--- src/rtl/wb_arbiter.sv ---
// Writeback arbiter: merges single-cycle ALU results with FIFO-buffered load results
// onto the register file write port, turning r15 writes into a PC-load strobe.
module wb_arbiter #(
   parameter int DW         = 32,
   parameter int DEPTH      = 4,
   parameter int STARVE_LIM = 8
) (
   input  logic          clk,
   input  logic          reset,
   input  logic          alu_valid,
   input  logic [3:0]    alu_wa,
   input  logic [DW-1:0] alu_wd,
   input  logic          mem_valid,
   output logic          mem_ready,
   input  logic [3:0]    mem_wa,
   input  logic [DW-1:0] mem_wd,
   output logic          we,
   output logic [3:0]    wa,
   output logic [DW-1:0] wd,
   output logic          pc_load,
   output logic [DW-1:0] pc_value,
   output logic [15:0]   pend,
   output logic          alu_hold
);

   localparam int AW = $clog2(DEPTH);
   localparam int SW = $clog2(STARVE_LIM + 1);
   localparam logic [AW:0]   FULL  = (AW + 1)'(DEPTH);
   localparam logic [SW-1:0] LIM_C = SW'(STARVE_LIM);

   typedef struct packed {
      logic [3:0]    wa;
      logic [DW-1:0] wd;
   } ent_t;

   ent_t          mem_q [DEPTH];
   logic [AW-1:0] rd_ptr, wr_ptr;
   logic [AW:0]   count;
   logic [SW-1:0] starve, starve_nxt;
   logic          popped_q;
   logic          hold_nxt;

   logic          empty, push, pop, win_valid;
   logic [3:0]    win_wa;
   logic [DW-1:0] win_wd;
   ent_t          head;

   logic [DEPTH-1:0][15:0] slot_dec;

   assign empty     = (count == '0);
   assign mem_ready = !reset && (count != FULL);
   assign push      = mem_valid && mem_ready;
   // Count is registered, so a load pushed this edge cannot also pop this edge.
   assign pop       = !alu_valid && !empty;
   assign head      = mem_q[rd_ptr];
   assign win_valid = alu_valid || !empty;
   assign win_wa    = alu_valid ? alu_wa : head.wa;
   assign win_wd    = alu_valid ? alu_wd : head.wd;

   // Each slot contributes a one-hot destination if it lies inside the live window.
   for (genvar g = 0; g < DEPTH; g++) begin : g_slot
      logic [AW-1:0] off;
      assign off         = AW'(g) - rd_ptr;
      assign slot_dec[g] = ({1'b0, off} < count) ? (16'h1 << mem_q[g].wa) : 16'h0;
   end

   always_comb begin
      pend = '0;
      for (int i = 0; i < DEPTH; i++) pend = pend | slot_dec[i];
   end

   always_comb begin
      starve_nxt = starve;
      if (empty || pop)
         starve_nxt = '0;
      else if (alu_valid && starve != LIM_C)
         starve_nxt = starve + 1'b1;
   end

   // Hold is kept through the popping edge and released on the edge after it.
   always_comb begin
      hold_nxt = alu_hold;
      if (starve_nxt == LIM_C)
         hold_nxt = 1'b1;
      else if (popped_q)
         hold_nxt = 1'b0;
   end

   always_ff @(posedge clk) begin
      if (push) mem_q[wr_ptr] <= '{wa: mem_wa, wd: mem_wd};
   end

   always_ff @(posedge clk or posedge reset) begin
      if (reset) begin
         rd_ptr   <= '0;
         wr_ptr   <= '0;
         count    <= '0;
         starve   <= '0;
         popped_q <= 1'b0;
         alu_hold <= 1'b0;
      end else begin
         if (push) wr_ptr <= wr_ptr + 1'b1;
         if (pop)  rd_ptr <= rd_ptr + 1'b1;
         case ({push, pop})
            2'b10:   count <= count + 1'b1;
            2'b01:   count <= count - 1'b1;
            default: count <= count;
         endcase
         starve   <= starve_nxt;
         popped_q <= pop;
         alu_hold <= hold_nxt;
      end
   end

   always_ff @(posedge clk or posedge reset) begin
      if (reset) begin
         we       <= 1'b0;
         wa       <= '0;
         wd       <= '0;
         pc_load  <= 1'b0;
         pc_value <= '0;
      end else begin
         we      <= 1'b0;
         pc_load <= 1'b0;
         if (win_valid) begin
            if (win_wa == 4'hF) begin
               pc_load  <= 1'b1;
               pc_value <= win_wd;
            end else begin
               we <= 1'b1;
               wa <= win_wa;
               wd <= win_wd;
            end
         end
      end
   end

endmodule

--- config.mk ---
export PLATFORM = sky130hd
export DESIGN_NAME = wb_arbiter
export DESIGN_NICKNAME = d
export VERILOG_FILES = /design/src/rtl/wb_arbiter.sv
export SDC_FILE = /design/constraint.sdc
export NUM_CORES = 1
export LEC_CHECK = 0
export BUFFER_PORTS_ARGS = -buffer_cell sky130_fd_sc_hd__buf_2
export CORE_ASPECT_RATIO = 1.75
export CORE_MARGIN = 2
export CORE_UTILIZATION = 61
export DETAILED_ROUTE_END_ITERATION = 8
export PLACE_DENSITY = 0.84
export SLEW_MARGIN = 20
export SYNTH_ARGS = -nofsm -noshare
export SYNTH_HDL_FRONTEND = slang
export SYNTH_SLANG_ARGS = --single-unit
--- constraint.sdc ---
create_clock -name clk -period 6.6 [get_ports clk]
set_input_delay 0.99 -clock clk [delete_from_list [all_inputs] [get_ports clk]]
set_output_delay 0.99 -clock clk [all_outputs]
set_load 0.02 [all_outputs]
==> results_dict.tcl <==
set metrics [dict create \
    reg2reg_to "pc_value[16]" \
    cp-startpoint "rd_ptr[1]" \
    remaining_drc_errors 0 \
    syn_inst 570 \
    grt_max_degree 84 \
    drtIter0Drc 309 \
    ios 164 \
    drt_pass1_iterations 5 \
    cp-end-kind "primary output" \
    p_per_area_nw_per_um2 454 \
    max_freq_mhz 229 \
    clock_skew_ns 0.0215 \
    nFillCells 955 \
    num_vias 5991 \
    period_needed_ns 4.37 \
    synth_area_um2 9790 \
    finalWorstSetupSlack_ns 2.23 \
    avgSynthCellArea_um2 17.2 \
    crit_required_ns 5.61 \
    syn_nets 658 \
    critPathKind "flop to primary output" \
    period_share_pct 66.2 \
    wl_um 26000 \
    wl_per_cell_um 27.6 \
    die_h_um 172 \
    rsz0062_at_grt "false" \
    ir_drop_v 0.000437 \
    postSynthRegisterBits 227 \
    r2r_cells 7 \
    cp_cell_sequence "buf_4 -> ha_1 -> o21ai_0 -> nor3b_1 -> a32oi_1 -> o221ai_1 -> buf_2" \
    synth_top_area_share_pct 44.2 \
    cp-start-kind "flop" \
    cts_tree "done" \
    grtUsageTotal_pct 30.8 \
    die_w_um 99.8 \
    cp_max_fo 45 \
    grtUsageMet1_pct 35.0 \
    core-area_um2 15800 \
    drv_cap 0 \
    clkTransAtPathRegs_ns 0.07 \
    min_delay_path_depth 1 \
    leakage_nw 4.54 \
    syn2layout_area_growth_pct 15.8 \
    gp_congestion 1.01 \
    cts_htree_levels 1 \
    grt_pass1_wl_um 38200 \
    yosys_most_used_dff "edfxtp_1" \
    dieArea_um2 17100 \
    synthArstFlopShare_pct 36.6 \
    hold_buffers 0 \
    synth_top_cell_by_area "edfxtp_1" \
    arrival_ns 3.38 \
    hold_class "flop to flop" \
    outcome "finished clean" \
    via_per_inst 6.36 \
    maxSlewHeadroom_pct 30.8 \
    dp_hpwl_um 17100 \
    use_met2_pct 55.4 \
    cts_sinks 227 \
    port_buffers 163 \
    yosys-top-cells-area "edfxtp_1 (44%), dfrtp_1 (21%), mux2_2 (7.7%)" \
    drt.antenna.violating_nets 0 \
    cts-resized-gates 0 \
    cp-endpoint "pend[5]" \
    final_max_slew_viol_count 0 \
    dp_slack_ns 2.34 \
    yosysSeqAreaShare_pct 65.4 \
    hold_viol_final 0 \
    synth_cell_types 52 \
    nets 824 \
    numCtsBuffers 19 \
    ys_top_cells_by_count "edfxtp_1 (144), dfrtp_1 (83), mux2_2 (67)" \
    timing.setup.tns_ns 0 \
    yosysMostFrequentCell "edfxtp_1" \
    initial_utilization_pct 62.0 \
    timing.rr.start "rd_ptr[0]" \
    clockRootBuffer "clkbuf_16" \
    antenna_found_initial 5 \
    finalSetupViolCount 0 \
    synth_edf_count 144 \
    use_met3_pct 4.02 \
    clk-insertion-delay-late_ns 0.50 \
    worst_pin_slew_ns 1.04 \
    gr-total-overflow 0 \
    rows 61 \
    cp_slowest_cell "nor3b_1" \
    slowest_delay_ns 0.70 \
    grt_pass1_vias 6179 \
    rrSetupSlack_ns 3.37 \
    ctsLongestPathBuffers 3 \
    ys_warn_count 0 \
    drive_gt1_share_pct 45.2 \
    gr-max-usage-layer "met2" \
    cts_setup_buffers 0 \
]
==> critical path: cells and delay by family (launching register included) <==
| kind | cells | cell delay [ns] |
|---|---|---|
| compound gates | 3 | 0.97 |
| fa+ha+maj | 1 | 0.27 |
| buf+inv | 2 | 0.54 |
| flops | 1 | 0.40 |
| simple gates | 1 | 0.70 |
==> layer usage <==
layer / share of wire [%] / vias up
li1: - / 2548
met1: 34 / 3090
met2: 55 / 273
met3: 4.9 / 80
met4: 6.3 / 0
met5: 0 / -
==> cell usage in the layout (no fill, tap or decap), types with 3 or more instances in the layout <==
cell       netlist  routed
clkbuf_1         8       3
mux4_2          32      32
clkbuf_16        0      19
o221ai_1         5       5
nor2b_1          7       7
buf_4            0       3
mux2i_1          8       8
diode_2          0       5
xnor2_1          6       6
inv_1           27      26
edfxtp_1       144     144
o32ai_1          5       5
a221o_1          8       8
clkinv_2         0       5
dfrtp_1         83      81
mux2_4          29      29
buf_2            6     163
nand2_1         13      13
and3_2           0       4
nand3b_1         5       5
o22ai_1          5       5
a21oi_1          3       3
nor2_1          18      18
a22oi_1          9       9
nand2b_1         6       6
ha_1            11      11
xor2_1           4       4
o21ai_0         10      10
o211ai_1         7       7
mux2_2          67      67
==> registers in the layout (all words and copies together), names as in the netlist, 2 cells and up <==
name / cells
count: 3
pc_value: 32
mem_q: 144
wd: 32
wr_ptr: 2
rd_ptr: 2
wa: 4
starve: 4
==> metrics by stage <==
stage	total power [mW]	area, µm²	util [%]	std cells	hold slack [ns]
6_report	5.15	11300	71.8	942	0.444
5_1_grt	5.36	11300	71.8	942	0.484
4_1_cts	5.15	11300	71.6	936	0.449
3_5_place_dp	4.08	10700	68.0	903	0.423
3_3_place_gp	3.99	10700	68.0	903	0.435
2_1_floorplan	3.46	9790	-	570	0.418
==> layout make-up <==
class / count / area [µm²] / area share, %
Antenna cell: 5 / 12.5 / 0.110
Clock buffer: 24 / 514 / 4.54
Clock inverter: 9 / 51.3 / 0.452
Inverter: 28 / 106 / 0.938
Multi-Input combinational cell: 291 / 3130 / 27.6
Sequential cell: 227 / 6400 / 56.5
Tap cell: 189 / 236 / 2.09
Timing Repair Buffer: 169 / 881 / 7.77
==> worst min path at each step <==
stage / startpoint / end / slack [ns]
after floorplan: popped_q / alu_hold / 0.42
after global placement: popped_q / alu_hold / 0.44
after detailed placement: popped_q / alu_hold / 0.42
after CTS: popped_q / alu_hold / 0.45
after global routing: popped_q / alu_hold / 0.48
final: popped_q / alu_hold / 0.44
==> power by group <==
group          leakage, nW  total, mW  switching, mW  internal, mW
Sequential            2.29       2.08          0.211          1.87
Clock                0.275       1.05          0.498         0.555
Combinational         1.97       2.02           1.16         0.863
Total                 4.54       5.15           1.86          3.29
==> cells by family (layout without fill, tap and decap cells) <==
| logic type | Yosys count | in the layout | share of synthesized area, % |
|---|---|---|---|
| flip-flops | 227 | 227 | 65.4 |
| multiplexers | 136 | 136 | 20.3 |
| AND/OR/NAND/NOR | 68 | 68 | 3.88 |
| AO/OA/AOI/OAI | 65 | 65 | 5.23 |
| buffers and inverters | 52 | 230 | 2.70 |
| adder cells (fa/ha/maj) | 12 | 12 | 1.61 |
| XOR/XNOR | 10 | 10 | 0.894 |
| other | 0 | 5 | 0 |
Power figures use the tool's default switching activity.
